==> src/rtl/pipeline_hazard_ctrl_pkg.sv <==
`default_nettype none
// ============================================================================
// Module      : pipeline_hazard_ctrl_pkg
// Description : Shared definitions for the pipeline hazard controller:
//               opcode-class codes, sequencer state encoding and the
//               forwarding-select encodings driven to the EX operand muxes.
// Revision    : 1.0  initial release
// ============================================================================
package pipeline_hazard_ctrl_pkg;

  // Opcode classes (top three opcode bits)
  localparam logic [2:0] CLS_R   = 3'b000;
  localparam logic [2:0] CLS_BEQ = 3'b010;
  localparam logic [2:0] CLS_LW  = 3'b011;
  localparam logic [2:0] CLS_SW  = 3'b111;
  localparam logic [2:0] CLS_LUI = 3'b101;
  localparam logic [2:0] CLS_J   = 3'b100;

  // Sequencer states
  typedef enum logic [1:0] {
    ST_RUN     = 2'd0,
    ST_LDSTALL = 2'd1,
    ST_FLUSH   = 2'd2
  } state_t;

  // EX operand source selects
  localparam logic [1:0] FWD_RF    = 2'b00;
  localparam logic [1:0] FWD_EXMEM = 2'b10;
  localparam logic [1:0] FWD_MEMWB = 2'b01;

endpackage
`default_nettype wire

==> src/rtl/pipeline_hazard_ctrl_decode.sv <==
`default_nettype none
// ============================================================================
// Module      : hazard_class_decode
// Description : Combinational opcode-class decoder. Reports which source
//               fields the instruction reads, whether it writes a register
//               and from which field (o_dstSel=1 -> rd, 0 -> rt), whether it
//               is a load or a jump, and whether the class is legal.
// Ports       : i_cls     opcode class
//               o_usesRs  reads rs        o_usesRt  reads rt
//               o_writes  writes a reg    o_dstSel  1: rd, 0: rt
//               o_isLoad  load            o_isJump  jump
//               o_legal   recognised class
// Revision    : 1.0  initial release
// ============================================================================
module hazard_class_decode
  import pipeline_hazard_ctrl_pkg::*;
(
  input  logic [2:0] i_cls,
  output logic       o_usesRs,
  output logic       o_usesRt,
  output logic       o_writes,
  output logic       o_dstSel,
  output logic       o_isLoad,
  output logic       o_isJump,
  output logic       o_legal
);

  always_comb begin
    o_usesRs = 1'b0;
    o_usesRt = 1'b0;
    o_writes = 1'b0;
    o_dstSel = 1'b0;
    o_isLoad = 1'b0;
    o_isJump = 1'b0;
    o_legal  = 1'b0;
    case (i_cls)
      CLS_R: begin
        o_usesRs = 1'b1;
        o_usesRt = 1'b1;
        o_writes = 1'b1;
        o_dstSel = 1'b1;
        o_legal  = 1'b1;
      end
      CLS_BEQ: begin
        o_usesRs = 1'b1;
        o_usesRt = 1'b1;
        o_legal  = 1'b1;
      end
      CLS_LW: begin
        o_usesRs = 1'b1;
        o_writes = 1'b1;
        o_isLoad = 1'b1;
        o_legal  = 1'b1;
      end
      CLS_SW: begin
        o_usesRs = 1'b1;
        o_usesRt = 1'b1;
        o_writes = 1'b1;
        o_legal  = 1'b1;
      end
      CLS_LUI: begin
        o_writes = 1'b1;
        o_legal  = 1'b1;
      end
      CLS_J: begin
        o_isJump = 1'b1;
        o_legal  = 1'b1;
      end
      default: ;
    endcase
  end

endmodule
`default_nettype wire

==> src/rtl/pipeline_hazard_ctrl.sv <==
`default_nettype none
// ============================================================================
// Module      : pipeline_hazard_ctrl
// Description : Stall / flush / forwarding sequencer for a 5-stage pipeline.
//               Tracks in-flight destinations, stalls one cycle on load-use,
//               flushes on jumps (ID) and taken branches (EX), and registers
//               ALU operand forwarding selects as each instruction issues.
// Ports       : clk, rst_n (async, active low)
//               id_valid/id_opcode/id_rs/id_rt/id_rd : instruction in ID
//               ex_br_taken : taken branch resolved in EX
//               pc_write, ifid_write, ifid_flush, idex_bubble, jump_sel
//               fwd_a, fwd_b : registered EX operand selects
//               stall_cnt    : saturating load-use stall count
// Revision    : 1.0  initial release
// ============================================================================
module pipeline_hazard_ctrl
  import pipeline_hazard_ctrl_pkg::*;
#(
  parameter int REG_AW       = 5,
  parameter int OP_W         = 6,
  parameter int FLUSH_CYCLES = 1
) (
  input  logic              clk,
  input  logic              rst_n,
  input  logic              id_valid,
  input  logic [OP_W-1:0]   id_opcode,
  input  logic [REG_AW-1:0] id_rs,
  input  logic [REG_AW-1:0] id_rt,
  input  logic [REG_AW-1:0] id_rd,
  input  logic              ex_br_taken,
  output logic              pc_write,
  output logic              ifid_write,
  output logic              ifid_flush,
  output logic              idex_bubble,
  output logic              jump_sel,
  output logic [1:0]        fwd_a,
  output logic [1:0]        fwd_b,
  output logic [15:0]       stall_cnt
);

  // Remaining FLUSH-state cycles after the branch cycle itself
  localparam logic [1:0] c_FLUSH_INIT = 2'(FLUSH_CYCLES - 1);

  logic w_usesRs, w_usesRt, w_writes, w_dstSel, w_isLoad, w_isJump, w_legal;
  logic [REG_AW-1:0] w_dst;
  logic              w_dstValid;
  logic              w_loadUse;
  logic              w_issue;
  logic              w_stall;
  logic [1:0]        w_fwdA, w_fwdB;
  state_t            w_nextState;
  logic [1:0]        w_nextCnt;
  logic              w_unusedOpBits;

  // Scoreboard. The WB slot is not tracked: nothing forwards from WB, since
  // the register file is written before it is read in the same cycle.
  logic              r_exValid, r_exIsLoad, r_memValid;
  logic [REG_AW-1:0] r_exDst, r_memDst;
  state_t            r_state;
  logic [1:0]        r_flushCnt;
  logic [1:0]        r_fwdA, r_fwdB;
  logic [15:0]       r_stallCnt;

  // Only the class field of the opcode matters here
  assign w_unusedOpBits = ^id_opcode[OP_W-4:0];

  hazard_class_decode u_decode (
    .i_cls    (id_opcode[OP_W-1:OP_W-3]),
    .o_usesRs (w_usesRs),
    .o_usesRt (w_usesRt),
    .o_writes (w_writes),
    .o_dstSel (w_dstSel),
    .o_isLoad (w_isLoad),
    .o_isJump (w_isJump),
    .o_legal  (w_legal)
  );

  assign w_dst      = w_dstSel ? id_rd : id_rt;
  // Register 0 is hardwired, so it never becomes a scoreboard destination
  assign w_dstValid = w_writes && (w_dst != '0);

  assign w_loadUse = id_valid && r_exValid && r_exIsLoad && (r_exDst != '0) &&
                     (((r_exDst == id_rs) && w_usesRs) ||
                      ((r_exDst == id_rt) && w_usesRt));

  // A load in EX cannot forward yet; that case is covered by the stall
  assign w_fwdA = (r_exValid && !r_exIsLoad && (r_exDst != '0) && (r_exDst == id_rs)) ? FWD_EXMEM :
                  (r_memValid && (r_memDst != '0) && (r_memDst == id_rs))              ? FWD_MEMWB :
                                                                                         FWD_RF;
  assign w_fwdB = (r_exValid && !r_exIsLoad && (r_exDst != '0) && (r_exDst == id_rt)) ? FWD_EXMEM :
                  (r_memValid && (r_memDst != '0) && (r_memDst == id_rt))              ? FWD_MEMWB :
                                                                                         FWD_RF;

  always_comb begin
    pc_write    = 1'b1;
    ifid_write  = 1'b1;
    ifid_flush  = 1'b0;
    idex_bubble = 1'b0;
    jump_sel    = 1'b0;
    w_issue     = 1'b0;
    w_stall     = 1'b0;
    w_nextState = r_state;
    w_nextCnt   = r_flushCnt;
    case (r_state)
      ST_RUN: begin
        if (w_loadUse) begin
          pc_write    = 1'b0;
          ifid_write  = 1'b0;
          idex_bubble = 1'b1;
          w_stall     = 1'b1;
          w_nextState = ST_LDSTALL;
        end else if (id_valid && w_isJump) begin
          // The jump redirects fetch and itself leaves an empty EX slot
          jump_sel   = 1'b1;
          ifid_flush = 1'b1;
        end else begin
          w_issue = id_valid && w_legal;
        end
      end
      ST_LDSTALL: begin
        // EX holds the bubble now, so the held reader issues unconditionally
        w_issue     = id_valid && w_legal && !w_isJump;
        w_nextState = ST_RUN;
      end
      ST_FLUSH: begin
        ifid_flush = 1'b1;
        if (r_flushCnt <= 2'd1) begin
          w_nextState = ST_RUN;
          w_nextCnt   = 2'd0;
        end else begin
          w_nextCnt = r_flushCnt - 2'd1;
        end
      end
      default: w_nextState = ST_RUN;
    endcase

    // A taken branch wins over everything, including a pending stall
    if (ex_br_taken) begin
      pc_write    = 1'b1;
      ifid_write  = 1'b1;
      ifid_flush  = 1'b1;
      idex_bubble = 1'b1;
      jump_sel    = 1'b0;
      w_issue     = 1'b0;
      w_stall     = 1'b0;
      if (FLUSH_CYCLES > 1) begin
        w_nextState = ST_FLUSH;
        w_nextCnt   = c_FLUSH_INIT;
      end else begin
        w_nextState = ST_RUN;
        w_nextCnt   = 2'd0;
      end
    end
  end

  always_ff @(posedge clk or negedge rst_n) begin
    if (!rst_n) begin
      r_state    <= ST_RUN;
      r_flushCnt <= 2'd0;
      r_exValid  <= 1'b0;
      r_exIsLoad <= 1'b0;
      r_exDst    <= '0;
      r_memValid <= 1'b0;
      r_memDst   <= '0;
      r_fwdA     <= FWD_RF;
      r_fwdB     <= FWD_RF;
      r_stallCnt <= 16'd0;
    end else begin
      r_state    <= w_nextState;
      r_flushCnt <= w_nextCnt;
      r_memValid <= r_exValid;
      r_memDst   <= r_exDst;
      r_exValid  <= w_issue && w_dstValid;
      r_exIsLoad <= w_issue && w_isLoad;
      r_exDst    <= w_issue ? w_dst : '0;
      r_fwdA     <= w_issue ? w_fwdA : FWD_RF;
      r_fwdB     <= w_issue ? w_fwdB : FWD_RF;
      if (w_stall && (r_stallCnt != 16'hFFFF)) begin
        r_stallCnt <= r_stallCnt + 16'd1;
      end
    end
  end

  assign fwd_a     = r_fwdA;
  assign fwd_b     = r_fwdB;
  assign stall_cnt = r_stallCnt;

endmodule
`default_nettype wire

==> config.mk <==
export PLATFORM = sky130hd
export DESIGN_NAME = pipeline_hazard_ctrl
export DESIGN_NICKNAME = d
export VERILOG_FILES = /design/src/rtl/pipeline_hazard_ctrl_pkg.sv /design/src/rtl/pipeline_hazard_ctrl_decode.sv /design/src/rtl/pipeline_hazard_ctrl.sv
export SDC_FILE = /design/constraint.sdc
export NUM_CORES = 1
export LEC_CHECK = 0
export BUFFER_PORTS_ARGS = -buffer_cell sky130_fd_sc_hd__buf_2
export CAP_MARGIN = 20
export CELL_PAD_IN_SITES_DETAIL_PLACEMENT = 1
export CELL_PAD_IN_SITES_GLOBAL_PLACEMENT = 1
export CORE_MARGIN = 1.5
export CORE_UTILIZATION = 40
export CTS_BUF_LIST = sky130_fd_sc_hd__clkbuf_8
export DETAILED_ROUTE_END_ITERATION = 12
export PLACE_DENSITY = 0.9
export SYNTH_ARGS = -nofsm -noshare
export SYNTH_HDL_FRONTEND = slang
export SYNTH_SLANG_ARGS = --single-unit
==> constraint.sdc <==
create_clock -name clk -period 4.8 [get_ports clk]
set_input_delay 0.24 -clock clk [delete_from_list [all_inputs] [get_ports clk]]
set_output_delay 0.24 -clock clk [all_outputs]
set_load 0.01 [all_outputs]
==> results of run 1 <==
-- worst paths after layout --
| kind | slack (ns) | to | start | cells past startpoint |
|---|---|---|---|---|
| worst max-delay path | 2.24 | pc_write | r_exDst[2]$_DFF_PN0_ | 6 |
| worst min-delay path | 0.02 | stall_cnt[15]$_DFFE_PN0P_ | rst_n | 1 |
| worst max register to register | 2.38 | fwd_b[0]$_DFF_PN0_ | r_exDst[1]$_DFF_PN0_ | 6 |
| worst min register to register | 0.43 | r_memValid$_DFF_PN0_ | r_exValid$_DFF_PN0_ | 0 |
| max in group asynchronous | 4.29 | fwd_a[0]$_DFF_PN0_ | rst_n | 1 |
| min in group clk | 0.21 | r_exDst[1]$_DFF_PN0_ | id_rd[1] | 3 |
-- per-stage QoR --
stage	cells	area [um^2]	util [%]	total power, mW	hold WS [ns]
floorplan	170	1790	-	0.327	-0.0556
global placement	264	2060	47.7	0.351	0.345
detailed placement	264	2060	47.7	0.354	0.360
CTS	272	2150	49.8	0.569	0.0520
global route	272	2150	49.8	0.586	0.0714
finish	272	2150	49.8	0.564	0.0157
-- critical path, cell delays in order, from the launching register on --
cell and delay [ns]:
dfrtp_1 0.45, xor2_1 0.18, nor3_1 0.32, nand3b_1 0.24, a211oi_1 0.57, inv_1 0.11, buf_2 0.16
-- area by class of cell --
class	instances	share of cell area (%)
Multi-Input combinational cell	130	42.2
Sequential cell	34	39.5
Timing Repair Buffer	46	10.7
Clock buffer	6	3.83
Tap cell	52	3.02
Clock inverter	2	0.407
Inverter	2	0.349
-- layout by cell type, fill, tap and decap left out, drive strengths merged, types with 4 or more instances in the layout --
cell,instances
nand3,11
xnor2,16
nand4,8
nor3,10
nand2b,4
clkbuf,6
nand2,7
xor2,15
or4,4
buf,46
o21ai,4
dfrtp,34
mux2,4
nor2,12
nor4,4
mux2i,5
-- per-layer routing --
metal,track usage [%],up-vias
met5,0,-
met4,6.41,0
met3,4.47,6
met2,32.7,29
met1,25.7,731
li1,-,704
-- power by group through the flow --
stage	Sequential [mW]	Clock [mW]	Combinational [mW]
final	0.295	0.216	0.0527
after global routing	0.296	0.232	0.0589
after CTS	0.295	0.220	0.0536
after detailed placement	0.301	0	0.0532
after global placement	0.300	0	0.0507
after floorplan	0.299	0	0.0277
-- logic make-up (layout without fill, tap and decap cells) --
group,count (synthesis),count (layout),synth area share (%)
and+or+nand+nor,77,77,24.3
DFF,34,34,47.5
xor gates and xnor gates,31,31,15.1
AOI/OAI and AO/OA,12,12,5.23
muxes,9,9,5.30
buffers and inverters,6,56,1.88
adders and majority gates,1,1,0.698
-- state kept, by name, summed over array words and instances, names as in the netlist --
name / flops
stall_cnt: 16
r_exDst: 5
fwd_b: 2
r_memValid: 1
r_state: 1
r_exValid: 1
r_memDst: 5
r_exIsLoad: 1
fwd_a: 2
==> impl_metrics.ini, run 1 <==
[outcome]
status = complete, no violations

[global_route]
grt_max_degree = 35
grt_antenna_before_repair = 0
grt.total_usage_pct = 19.8
grt_pass1_vias = 1533
grt-ovfl-total = 0
grt_pass1_wl_um = 7590

[sta]
fin_tns_setup_ns = 0
max_slew_margin_pct = 37.0
tightest_slew_ns = 0.938
clock.fmax_mhz = 390
post-route-period-util_pct = 53.4
clock_skew_ns = 0.00823
min_period_ns = 2.56
finalSetupViolations = 0
hold_violations = 0
fin_ws_ns = 2.24
drv_slew = 0
rsz0062_at_grt = false

[synthesis]
syn_inst = 170
syn_area_um2 = 1790
ys_top_cells_by_count = dfrtp_1, xnor2_1, xor2_1
syn_area_per_cell_um2 = 10.5
synth_area_leaders = dfrtp_1, xnor2_1, xor2_1
yosys_warnings = 0
synth-main-ff-cell = dfrtp_1
synth_nets = 196
yosysTopAreaCellShare_pct = 47.5
synth.most_common_cell = dfrtp_1
synth_seq_cells = 34
ys_seq_area_share_pct = 47.5
synth-async-reset-ratio_pct = 100
yosysTopAreaCell = dfrtp_1
yosysUniqueCellTypes = 37
synth-edff-count = 0

[detailed_routing]
dr.pass1.iters = 4
top_layer = met4
routedWlPerCell_um = 16.5
wl_met2_um = 2190
via_count = 1470
dr.first_iter.drc_count = 56
met1_length_um = 2040
drc = 0
wl_met3_um = 189
vias_per_cell = 5.40
ant_nets = 0
wl_um = 4480

[critical_path]
crit_type = reg2out
crit_path_end_kind = output port
crit_fanout = 4
cp.required_ns = 4.56
arrival_ns = 2.32
critPathLaunchType = register

[clocking]
clk_latency_ns = 0.29
cts_tree = yes
cts_buffers = 5
cts.sinks = 34
cts_root_buf = clkbuf_8
clk_pin_slew_ns = 0.07
cts_htree_levels = 2
cts_hold_buf = 0
cts_setup_buffers = 0
clockBufferDepth = 2
cts_resized = 0

[final_layout]
area_delta_synth_final_pct = 20.1
drive_gt1_share_pct = 29.1
fin_nets = 245
multi_input_area_um2 = 908
nFillCells = 514
seq_area_um2 = 851
diodes = 0

[run]
max_cap_viol_count = 0

[die]
rows = 24
dieHeight_um = 70.0
io_pins = 50
die_width_um = 70.0
core_area_um2 = 4320
initial_core_util_pct = 41.5
dieArea_um2 = 4890

[placement]
place_hpwl_um = 3380
gp_congestion = 0.844
portBuffers = 46
dp_slack_ns = 2.41

[power_and_ir_drop]
seqPwrFrac_pct = 52.4
total_leakage_power_nw = 1.05
switchingPower_mw = 0.138
netSwitchingFraction_pct = 24.5
ir_drop_mv = 0.126
power_density_nw_per_um2 = 262
p_int_mw = 0.426
pwr-share-comb_pct = 9.3
pwr-share-clk_pct = 38.3

[min_path]
hp-class = in2async
Power figures use the tool's default switching activity.
==> inputs of run 2 (changes only) <==
clock period = 2.6 ns   (was 4.8 ns; I/O delays follow)
==> impl_metrics.ini, run 2 (synthesis gave the netlist of run 1 again) <==
[outcome]
status = complete, no violations

[critical_path]
arrival_ns = 2.61
path_cells = or4_4 > o21ai_2 > or3_4 > a21oi_4 > or3_1 > nor4_1
path_delay_family = simple AND/OR/NAND/NOR gates
crit_fanout = 10
max_stage_delay_ns = 0.55
worstPathBufferInverterCount = 0
crit_path_end_kind = register
critical_path.slowest_cell = or4_4
crit_type = reg2reg
cp.required_ns = 2.78
critPathLaunchType = register

[placement]
place_hpwl_um = 3390
portBuffers = 46
gp_congestion = 0.852
placed_area_um2 = 2070
dp_slack_ns = 0.192

[detailed_routing]
vias_per_cell = 5.43
ant_nets = 0
drc = 0
dr.first_iter.drc_count = 90
routedWlPerCell_um = 16.5
dr.pass1.iters = 6
wl_um = 4510
via_count = 1489

[sta]
clock.fmax_mhz = 411
drv_slew = 0
post-route-period-util_pct = 93.5
min_period_ns = 2.43
max_slew_margin_pct = 35.3
fin_ws_ns = 0.168
tightest_slew_ns = 0.963
clock_skew_ns = 0.0113
rsz0062_at_grt = false
hold_violations = 0
fin_tns_setup_ns = 0
finalSetupViolations = 0

[die]
io_pins = 50
die_width_um = 70.0
dieHeight_um = 70.0
rows = 24
dieArea_um2 = 4890
core_area_um2 = 4320
initial_core_util_pct = 41.5

[power_and_ir_drop]
ir_drop_mv = 0.263
total_leakage_power_nw = 1.07
switchingPower_mw = 0.260
p_int_mw = 0.846
seqPwrFrac_pct = 49.3
power_density_nw_per_um2 = 504
netSwitchingFraction_pct = 23.5
pwr-share-clk_pct = 41.7
pwr-share-comb_pct = 9.1

[clocking]
cts_buffers = 5
cts_htree_levels = 2
clockBufferDepth = 2
clk_pin_slew_ns = 0.07
cts_tree = yes
cts.sinks = 34
cts_root_buf = clkbuf_8
clk_latency_ns = 0.29

[final_layout]
fin_util_pct = 50.8
diodes = 0
design_area_um2 = 2190
layout_common_cells = buf_2, dfrtp_1, xnor2_1, xor2_1, nor2_1
nFillCells = 518
area_delta_synth_final_pct = 22.4
final_common_cell = buf_2
fin_nets = 247
largest_reg_flops = 16
drive_gt1_share_pct = 30.2

[run]
max_cap_viol_count = 0

[global_route]
grt_pass1_vias = 1585
grt_antenna_before_repair = 0
grt-ovfl-total = 0
grt_pass1_wl_um = 7980
grt_max_degree = 35
grt.total_usage_pct = 21.0

[min_path]
hp-class = in2reg
-- run 2: cell count changes in the layout (fill, tap and decap cells not counted), sizes merged --
cell and change:
clkbuf +2, buf +1, clkinv -1, dlygate4sd3 +1, inv -1
-- run 2: power by group through the flow --
| stage | Clock [mW] | Sequential (mW) | Combinational [mW] |
|---|---|---|---|
| 2_1_floorplan | 0 | 0.553 | 0.0511 |
| 3_3_place_gp | 0 | 0.554 | 0.0946 |
| 3_5_place_dp | 0 | 0.555 | 0.0988 |
| 4_1_cts | 0.471 | 0.545 | 0.101 |
| 5_1_grt | 0.486 | 0.546 | 0.113 |
| 6_report | 0.461 | 0.545 | 0.100 |
-- run 2: final timing paths --
| kind | slack (ns) | startpoint | endpoint | cells past startpoint |
|---|---|---|---|---|
| min in group asynchronous | 0.43 | rst_n | stall_cnt[10]$_DFFE_PN0P_ | 2 |
| min | 0.10 | id_rd[0] | r_exDst[0]$_DFF_PN0_ | 3 |
| max reg2reg | 0.17 | r_exDst[1]$_DFF_PN0_ | fwd_b[0]$_DFF_PN0_ | 6 |
| max in group asynchronous | 1.67 | rst_n | r_exDst[3]$_DFF_PN0_ | 2 |
| min reg2reg | 0.41 | r_exValid$_DFF_PN0_ | r_memValid$_DFF_PN0_ | 0 |
| max | 0.17 | r_exDst[1]$_DFF_PN0_ | fwd_b[0]$_DFF_PN0_ | 6 |
-- run 2: per-stage QoR --
step	instances	hold slack, ns	power, mW
CTS	274	0.108	1.12
global route	274	0.138	1.15
global placement	265	0.229	0.649
floorplan	170	-0.166	0.604
finish	274	0.104	1.11
detailed placement	265	0.245	0.654
-- run 2: area by class of cell --
type / instances / area (um^2) / area share, %
multi-input cells: 130 / 913 / 41.6
flip-flops and latches: 34 / 851 / 38.8
clock buffers: 8 / 110 / 5.02
repair buffers: 48 / 248 / 11.3
inverters: 2 / 7.51 / 0.342
well taps: 52 / 65.1 / 2.96
-- run 2: tightest hold or removal path, stage by stage --
cell and delay [ns]:
buf_2 0.09, mux2i_1 0.06, nor2_1 0.08
-- run 2: metal layers --
| layer | share of wire (%) | routed length (um) | GRT usage, % | up-vias |
|---|---|---|---|---|
| met1 | 44 | 2000 | 27.3 | 733 |
| met4 | 1.6 | 70 | 7.05 | 0 |
| li1 | - | - | - | 710 |
| met5 | 0 | 0 | 0 | - |
| met2 | 50 | 2270 | 35.1 | 39 |
| met3 | 3.9 | 178 | 4.33 | 7 |
-- run 2: what timing repair did --
action / 4_1_cts / 5_1_grt
gates resized for setup: 0 / 1
setup buffers: 0 / 0
hold buffers: 1 / 0
hold endpoints to repair: 34 / 0
setup endpoints to repair: 0 / 2
